--- src/rtl/btn_conditioner.sv ---
// btn_conditioner: per-channel button conditioning for raw board pins.
// Each channel synchronizes its raw level through two flops. It then
// debounces the level with a stable-cycle counter, and emits one-cycle edge
// pulses when a new level is accepted.
//
// Parameters
//   WIDTH            number of independent button channels
//   DEBOUNCE_CYCLES  consecutive stable cycles needed to accept a change (2..2^24)
// Ports
//   clk_i    clock, all state on rising edge
//   reset_i  synchronous active-high reset
//   btn_i    raw asynchronous button levels [WIDTH]
//   level_o  debounced level [WIDTH]
//   rise_o   one-cycle pulse on accepted 0->1 [WIDTH]
//   fall_o   one-cycle pulse on accepted 1->0 [WIDTH]

// One channel: 2-flop synchronizer, debounce counter, registered edge pulses.
module btn_conditioner_chan #(
  parameter int unsigned D  = 4,
  parameter int unsigned CW = 2
) (
  input  logic clk_i,
  input  logic reset_i,
  input  logic btn,
  output logic level,
  output logic rise,
  output logic fall
);
  localparam logic [CW-1:0] CNT_MAX = CW'(D - 1);

  logic          sync1, sync2;
  logic [CW-1:0] cnt;

  always_ff @(posedge clk_i) begin
    if (reset_i) begin
      sync1 <= 1'b0;
      sync2 <= 1'b0;
      level <= 1'b0;
      cnt   <= '0;
      rise  <= 1'b0;
      fall  <= 1'b0;
    end else begin
      sync1 <= btn;
      sync2 <= sync1;
      rise  <= 1'b0;
      fall  <= 1'b0;
      if (sync2 == level) begin
        // any return to the accepted level throws away the partial count
        cnt <= '0;
      end else if (cnt != CNT_MAX) begin
        cnt <= cnt + CW'(1);
      end else begin
        // D-th consecutive mismatching cycle: accept; pulse lands with level
        level <= sync2;
        cnt   <= '0;
        rise  <= sync2;
        fall  <= ~sync2;
      end
    end
  end
endmodule

module btn_conditioner #(
  parameter int unsigned WIDTH           = 3,
  parameter int unsigned DEBOUNCE_CYCLES = 500000
) (
  input  logic             clk_i,
  input  logic             reset_i,
  input  logic [WIDTH-1:0] btn_i,
  output logic [WIDTH-1:0] level_o,
  output logic [WIDTH-1:0] rise_o,
  output logic [WIDTH-1:0] fall_o
);
  localparam int unsigned CW = $clog2(DEBOUNCE_CYCLES);

  for (genvar i = 0; i < WIDTH; i++) begin : g_ch
    btn_conditioner_chan #(
      .D  (DEBOUNCE_CYCLES),
      .CW (CW)
    ) u_ch (
      .clk_i   (clk_i),
      .reset_i (reset_i),
      .btn     (btn_i[i]),
      .level   (level_o[i]),
      .rise    (rise_o[i]),
      .fall    (fall_o[i])
    );
  end
endmodule

--- config.mk ---
export PLATFORM = sky130hd
export DESIGN_NAME = btn_conditioner
export DESIGN_NICKNAME = d
export VERILOG_FILES = /design/src/rtl/btn_conditioner.sv
export SDC_FILE = /design/constraint.sdc
export NUM_CORES = 1
export LEC_CHECK = 0
export ABC_AREA = 1
export CAP_MARGIN = 10
export CORE_MARGIN = 1.5
export CORE_UTILIZATION = 65
export DETAILED_ROUTE_END_ITERATION = 8
export HOLD_SLACK_MARGIN = 0.1
export PLACE_DENSITY = 0.86
export SLEW_MARGIN = 20
export SYNTH_ARGS = -nofsm -noshare
export SYNTH_HDL_FRONTEND = slang
export SYNTH_HIERARCHICAL = 1
export SYNTH_SLANG_ARGS = --single-unit
--- constraint.sdc ---
create_clock -name clk_i -period 2.3 [get_ports clk_i]
set_clock_uncertainty 0.15 [all_clocks]
set_input_delay 0.575 -clock clk_i [delete_from_list [all_inputs] [get_ports clk_i]]
set_output_delay 0.575 -clock clk_i [all_outputs]
set_load 0.03 [all_outputs]
## Word-level counts from Yosys, hierarchy flattened

Cells that the tools add are included.

- Flip-flop bits (word level): 72
- Word-level logic and storage cells: 45
- Memory bits (read-only): 0
- Bits in writable memories: 0
- Bits in latches: 0
- Output and inout port bits: 9
- Memories kept: 0

- Order comparisons: 0
- Reduce and logical (&&, ||, !) cells: 9
- Shifts and indexed selects: 0
- Eq/ne operators: 6
- Muxes and demuxes: 0
- Div/mod/pow operators: 0
- $add $sub $neg: 3
- Multipliers: 0
- Bitwise logic cells: 9

Operators by type and width:

| cell | number |
|---|---|
| $add A19 B1 Y19 const B | 3 |
| $ne A19 B19 Y1 const B | 3 |
| $reduce_or A3 Y1 | 6 |
| $not A1 Y1 | 9 |
| $reduce_and A2 Y1 | 3 |
| $eq A1 B1 Y1 | 3 |

## Depth between registers and ports, before layout

Gate-level depths: netlist (run 1).

- Depth after elaboration: 3
- Depth in mapped cells: 9
- Gate-level depth less buffers: 9

## By module

The synthesis (run 1) kept the hierarchy.

Modules (own cells, without submodules):

| module | times used | area an instance (µm²) | cells an instance |
|---|---|---|---|
| btn_conditioner_chan | 3 | 1194.9 | 167 |

## Worst setup path before layout (run 1)

OpenSTA, ideal clock, no wires.

- Kind: reg2reg
- Start point: register g_ch[0].u_ch.cnt[0]
- End point: register g_ch[0].u_ch.cnt[10]
- Data arrival time: 1.249 ns
- Setup slack: 0.785 ns
- Library setup time: 0.116 ns
- Cell stages (with the launch flop): 10
- Cells stage by stage: dfxtp_1 ha_1 nand2_1 nor2_4 nand3_2 nor2_4 nor2_4 inv_4 buf_12 nor2_2

- Cells in the longest elaborated chain, start to end: 3

RTL lines:

| item | RTL line | source |
|---|---|---|
| start: declaration | 32 | `logic [CW-1:0] cnt;` |
| start signal: assignment | 51 | `cnt <= cnt + CW'(1);` |
| parallel branches: the longest is 3 deep, another holds $add A19 B1 Y19 | -- |  |

Several ways; the timed one is not identified.
A chain may end at the register's enable or synchronous reset.

## Worst setup path in the final report (run 1)

- Start point: register g_ch[1].u_ch.level
- End point: output port level_o[1]

RTL lines:

| item | RTL line | source |
|---|---|---|
| start: declaration | 25 | `output logic level,` |
| start signal: assignment | 54 | `level <= sync2;` |
| end: declaration | 70 | `output logic [WIDTH-1:0] level_o,` |

No word-level cell between the ends.

==> flow_metrics.tcl, run 1 <==
set metrics [dict create \
    path_cells "clkdlybuf4s50_1" \
    die_h_um 77.3 \
    min_period_ns 2.19 \
    drv_slew 0 \
    multi_input_area_um2 1790 \
    yosysWarnings 6 \
    firstDrtPassIters 4 \
    dieArea_um2 5970 \
    synth.net_count 509 \
    io_pins 14 \
    place.gp.congestion 0.911 \
    ys_seq_area_frac 0.402 \
    critPathBufInv 1 \
    clock-sinks 72 \
    reg2reg_slack_ns 0.61 \
    holdBufCountCts 0 \
    cts_made_buffers 9 \
    grt_max_degree 14 \
    wl_um 6560 \
    hp-start "g_ch[2].u_ch/sync1$_SDFF_PP0_" \
    required_ns 1.57 \
    wl_per_cell_um 11.0 \
    seq_area_um2 1440 \
    min_to "g_ch[2].u_ch/sync2$_SDFF_PP0_" \
    grt.overflow.total 0 \
    route.detailed.drc 0 \
    cts_root_buf "clkbuf_8" \
    min_path_cells 2 \
    maxCapViolCount 0 \
    pre_cts_slack_ns 0.167 \
    max-vdd-ir-drop_v 0.000479 \
    rsz0062_at_grt "no" \
    path_clk_slew_ns 0.07 \
    track_usage 0.237 \
    core_um2 5200 \
    nNetsFinal 530 \
    grt_pass1_wl_um 11300 \
    arrival_ns 1.47 \
    diodes 0 \
    vias 2978 \
    dp_hpwl_um 4750 \
    nFillCells 384 \
    cellLeakagePower_nw 1.34 \
    stdcell_count 597 \
    final_cell_mix "nand2_1, nor2_1, inv_1, dfxtp_1, nor2_2" \
    area_growth_syn_to_layout_pct 10.9 \
    post-route-period-util 0.954 \
    cts-resized-gates 0 \
    h-tree-depth 3 \
    finalHoldViolCount 0 \
    place_inst 581 \
    synth_seq_cells 72 \
    port-buffer-count 13 \
    drtIter0Drc 187 \
    clockBufferDepth 2 \
    yosysUniqueCellTypes 19 \
    antenna_found_initial 0 \
    ant_nets 0 \
    hold_path_class "reg2reg" \
    postSynthAreaPerCell_um2 7.16 \
    timing.rr.end "g_ch[2].u_ch/cnt[11]$_SDFF_PP0_" \
    critPathMaxFanout 4 \
    slowest_delay_ns 0.70 \
    max_freq_mhz 456 \
    crit_family "buffers and inverters" \
    final_common_cell "nand2_1" \
    p_per_area_nw_per_um2 613 \
    drive_gt1_frac 0.123 \
    netlist_instances 501 \
    insertion_delay_ns 0.34 \
    worstSetupEndpointType "output pin" \
    status "finished, final reports clean" \
    row_count 26 \
    tns_ns 0 \
    p_total_w 0.00244 \
    cp-start-kind "flip-flop" \
    cp_slowest_cell "clkdlybuf4s50_1" \
    rr_worst_depth 8 \
    critical_path_class "reg2out" \
    setup_violations 0 \
    initial_core_util 0.689 \
    relSlewSlack 0.701 \
    die_w_um 77.3 \
    worstMarginPinSlew_ns 0.445 \
    syn_area_um2 3580 \
    cts_tree "built" \
    viasPerCell 4.99 \
    r2r_start "g_ch[2].u_ch/cnt[0]$_SDFF_PP0_" \
    cts_setup_buffers 0 \
    fin_ws_ns 0.106 \
    grt_pass1_vias 2664 \
]
[synthesized netlist by cell type]
| cell | count | share of area |
|---|---|---|
| nor3b_1 | 3 | 0.0063 |
| nor2_2 | 30 | 0.052 |
| nor2_4 | 12 | 0.038 |
| buf_12 | 3 | 0.017 |
| nand3_1 | 21 | 0.029 |
| xnor2_1 | 9 | 0.022 |
| dfxtp_1 | 72 | 0.40 |
| nand4_1 | 6 | 0.010 |
| nand2_1 | 117 | 0.12 |
| nor3_1 | 6 | 0.0084 |
| xor2_1 | 27 | 0.066 |
| nand2_2 | 3 | 0.0052 |
| a21oi_1 | 9 | 0.013 |
| ha_1 | 3 | 0.010 |
| inv_4 | 3 | 0.0052 |
| inv_1 | 72 | 0.075 |
| o21ai_0 | 6 | 0.0084 |
| nor2_1 | 96 | 0.10 |
| nand3_2 | 3 | 0.0084 |
[state kept, by name (all words and copies together) (netlist names)]
name and cells:
g_ch.u_ch/cnt 57, g_ch.u_ch/fall 3, g_ch.u_ch/level 3, g_ch.u_ch/rise 3
g_ch.u_ch/sync1 3, g_ch.u_ch/sync2 3
[cell type report]
| class | count | share of cell area |
|---|---|---|
| flip-flops and latches | 72 | 0.363 |
| inverters | 75 | 0.0727 |
| repair buffers | 13 | 0.0327 |
| clock buffers | 14 | 0.0434 |
| clock inverters | 2 | 0.0151 |
| multi-input cells | 351 | 0.451 |
| well taps | 70 | 0.0220 |
[metrics by stage]
stage | hold slack [ns] | utilization | cell area [µm²]
2_1_floorplan | 0.238 | - | 3580
3_3_place_gp | 0.239 | 0.719 | 3740
3_5_place_dp | 0.244 | 0.719 | 3740
4_1_cts | 0.253 | 0.764 | 3980
5_1_grt | 0.259 | 0.764 | 3980
6_report | 0.252 | 0.764 | 3980
[logic make-up after synthesis]
kind of cell,count (synthesis),synth area share
AO/OA/AOI/OAI,15,0.0209
XOR/XNOR,36,0.0880
adder cells (fa/ha/maj),3,0.0105
buffers and inverters,78,0.0974
flip-flops,72,0.402
AND/OR/NAND/NOR,297,0.381
[worst max path at each step]
| stage | startpoint | slack, ns | end | cells past startpoint |
|---|---|---|---|---|
| after floorplan | g_ch[0].u_ch/cnt[0]$_SDFF_PP0_ | 0.78 | g_ch[0].u_ch/cnt[10]$_SDFF_PP0_ | 9 |
| after global placement | reset_i | 0.25 | g_ch[1].u_ch/cnt[9]$_SDFF_PP0_ | 6 |
| after global routing | g_ch[1].u_ch/level$_SDFFE_PP0P_ | 0.08 | level_o[1] | 1 |
| after detailed placement | reset_i | 0.17 | g_ch[2].u_ch/cnt[11]$_SDFF_PP0_ | 6 |
| after CTS | g_ch[1].u_ch/level$_SDFFE_PP0P_ | 0.1 | level_o[1] | 1 |
| final | g_ch[1].u_ch/level$_SDFFE_PP0P_ | 0.11 | level_o[1] | 1 |
[layer usage]
| layer | up-vias | track usage | wire length [µm] |
|---|---|---|---|
| met1 | 1328 | 0.302 | 3050 |
| met2 | 83 | 0.372 | 2920 |
| li1 | 1547 | - | - |
| met5 | - | 0 | 0 |
| met4 | 0 | 0.147 | 204 |
| met3 | 20 | 0.0417 | 391 |
[power by group]
group | leakage [nW] | total (W) | internal, W | switching (W)
Sequential | 0.581 | 0.00126 | 0.00125 | 0.00000386
Combinational | 0.644 | 0.0000382 | 0.0000142 | 0.0000239
Clock | 0.117 | 0.00114 | 0.000701 | 0.000440
No activity file was read; power rests on OpenSTA's default activity.
==> run 2: changes to the inputs <==
--- a/config.mk
+++ b/config.mk
@@ -6,7 +6,6 @@
 export NUM_CORES = 1
 export LEC_CHECK = 0
 export ABC_AREA = 1
-export CAP_MARGIN = 10
 export CORE_MARGIN = 1.5
 export CORE_UTILIZATION = 65
 export DETAILED_ROUTE_END_ITERATION = 8
@@ -15,5 +14,4 @@
 export SLEW_MARGIN = 20
 export SYNTH_ARGS = -nofsm -noshare
 export SYNTH_HDL_FRONTEND = slang
-export SYNTH_HIERARCHICAL = 1
 export SYNTH_SLANG_ARGS = --single-unit
==> run 2 against run 1 <==
Sequential power about the same. Clock power shrank 24%. Critical path type unchanged. Worst hold slack improved by 0.014 ns. Power fell by 11%. Clock-buffer cell count down 5. Utilization shrank 2.6 points. Critical path depth did not move. Register-to-register slack worse by 0.23 ns. Design area decreased by 4.6%. Synthesized cell count shrank 0.40%. Highest routed layer unchanged. First-iteration DRC count fell by 43%. Largest cell class unchanged.
==> flow_metrics.tcl, run 2 <==
set metrics [dict create \
    route.detailed.drc 0 \
    fin_ws_ns 0.133 \
    critPathMaxFanout 3 \
    cellLeakagePower_nw 1.24 \
    firstDrtPassIters 4 \
    drv_slew 0 \
    netlist_instances 499 \
    crit_family "buffers and inverters" \
    synth_seq_cells 72 \
    power.share.clock 0.402 \
    port-buffer-count 13 \
    synth_top_cell_area_share 0.411 \
    max-vdd-ir-drop_v 0.000457 \
    dieArea_um2 5850 \
    drive_gt1_frac 0.0911 \
    ant_nets 0 \
    path_clk_slew_ns 0.08 \
    largest_reg_flops 57 \
    post-route-period-util 0.942 \
    wl_um 6770 \
    viasPerCell 5.06 \
    rsz0062_at_grt "no" \
    nFillCells 448 \
    grt_pass1_wl_um 11900 \
    regMostFlops "g_ch.u_ch.cnt" \
    cts_setup_buffers 0 \
    multi_input_area_um2 1750 \
    worstMarginPinSlew_ns 0.636 \
    clockBufferDepth 2 \
    h-tree-depth 3 \
    swShare 0.233 \
    timing.rr.end "g_ch[0].u_ch.cnt[16]$_SDFF_PP0_" \
    synth_ff_type "dfxtp_1" \
    vias 2968 \
    reg2reg_slack_ns 0.38 \
    arrival_ns 1.44 \
    grt.overflow.total 0 \
    path_cells "clkdlybuf4s50_1" \
    setup_violations 0 \
    cp_slowest_cell "clkdlybuf4s50_1" \
    yosys.area.top_type "dfxtp_1" \
    diodes 0 \
    yosysWarnings 0 \
    die_h_um 76.5 \
    stdcell_count 586 \
    p_per_area_nw_per_um2 570 \
    dp_hpwl_um 5010 \
    p_int_w 0.00166 \
    relSlewSlack 0.576 \
    synth.net_count 507 \
    postSynthAreaPerCell_um2 7.03 \
    synth_edf_count 0 \
    wl_per_cell_um 11.6 \
    required_ns 1.57 \
    status "finished, final reports clean" \
    min_path_cells 2 \
    finalHoldViolCount 0 \
    cts-resized-gates 0 \
    tns_ns 0 \
    p_seq_frac 0.582 \
    place_inst 570 \
    row_count 26 \
    critical_path_class "reg2out" \
    cp-start-kind "flip-flop" \
    slowest_delay_ns 0.70 \
    io_pins 14 \
    clock-sinks 72 \
    track_usage 0.256 \
    maxCapViolCount 0 \
    ys_seq_area_frac 0.411 \
    place.gp.congestion 0.906 \
    hold_path_class "reg2reg" \
    cts_root_buf "clkbuf_8" \
    insertion_delay_ns 0.35 \
    cts_made_buffers 9 \
    holdBufCountCts 0 \
    yosysUniqueCellTypes 27 \
    power_frac_comb 0.015 \
    final_cell_mix "nand2_1, nor2_1, dfxtp_1" \
    fin_util 0.738 \
    yosys-top-cells-area "dfxtp_1, nand2_1, nor2_1, inv_1, xor2_1" \
    grt_max_degree 19 \
    final_common_cell "nand2_1" \
    pre_cts_slack_ns 0.292 \
    hp-start "g_ch[1].u_ch.sync1$_SDFF_PP0_" \
    max_freq_mhz 461 \
    worstSetupEndpointType "output pin" \
    initial_core_util 0.683 \
    cts_tree "built" \
    area_growth_syn_to_layout_pct 8.06 \
    grt_pass1_vias 2835 \
    async_flop_share 0 \
    antenna_found_initial 0 \
    seq_area_um2 1440 \
    hold_slack_ns 0.266 \
    core_um2 5140 \
    critPathBufInv 1 \
    power.switching_w 0.000504 \
    rr_worst_depth 8 \
    drtIter0Drc 106 \
    netlist_top_cells_count "nand2_1, nor2_1, dfxtp_1" \
    min_period_ns 2.17 \
    yosys.cell_count.top_type "nand2_1" \
    nNetsFinal 519 \
    min_to "g_ch[1].u_ch.sync2$_SDFF_PP0_" \
    r2r_start "g_ch[0].u_ch.cnt[0]$_SDFF_PP0_" \
    die_w_um 76.5 \
    syn_area_um2 3510 \
]
run 2: cell count changes in the layout (fill, tap and decap cells not counted), moves of 7 or more:
cell and change:
a21oi_1 +11, inv_1 -20, nand3_1 +11, nor2_1 +15, nor2_2 -18, nor2_4 -7, xor2_1 -7
run 2: per-stage QoR:
stage          power (W)  cell area, µm²
2_1_floorplan    0.00131            3510
3_3_place_gp     0.00132            3620
3_5_place_dp     0.00132            3620
4_1_cts          0.00218            3790
5_1_grt          0.00225            3790
6_report         0.00216            3790
run 2: cell type report:
class	count	share of cell area
inverters	55	0.0545
repair buffers	14	0.0363
well taps	70	0.0231
flip-flops and latches	72	0.380
clock buffers	9	0.0327
multi-input cells	359	0.461
clock inverters	7	0.0125
run 2: worst max path at each step:
stage                     slack [ns]  cells past startpoint                               to                       startpoint
after floorplan                 0.71                      9  g_ch[1].u_ch.cnt[12]$_SDFF_PP0_   g_ch[1].u_ch.cnt[0]$_SDFF_PP0_
after global placement          0.36                      6  g_ch[0].u_ch.cnt[16]$_SDFF_PP0_                          reset_i
after detailed placement        0.29                      6  g_ch[2].u_ch.cnt[18]$_SDFF_PP0_                          reset_i
after CTS                       0.12                      1                       level_o[0]  g_ch[0].u_ch.level$_SDFFE_PP0P_
after global routing            0.06                      1                       level_o[0]  g_ch[0].u_ch.level$_SDFFE_PP0P_
final                           0.13                      1                       level_o[0]  g_ch[0].u_ch.level$_SDFFE_PP0P_
run 2: power by group through the flow:
stage	clock, W	combinational (W)	sequential [W]
floorplan	0	0.0000244	0.00128
global placement	0	0.0000326	0.00129
detailed placement	0	0.0000331	0.00129
CTS	0.000890	0.0000335	0.00126
global route	0.000957	0.0000377	0.00126
finish	0.000869	0.0000332	0.00126
run 2: tightest hold or removal path, delay by kind of cell (launching register included):
family	cells	cell delay, ns
buf+inv	1	0.04
flops	1	0.30
simple gates	1	0.03
run 2: logic make-up after synthesis:
family          share of synthesized area
flops                               0.411
simple gates                        0.366
xor+xnor                           0.0724
fa+ha+maj                          0.0107
buf+inv                            0.0913
compound gates                     0.0492
run 2: per-layer routing:
metal,track usage,vias up,wire length (µm)
li1,-,1559,-
met1,0.301,1340,3050
met2,0.436,58,3350
met3,0.0826,11,287
met4,0.0907,0,92
met5,0,-,0
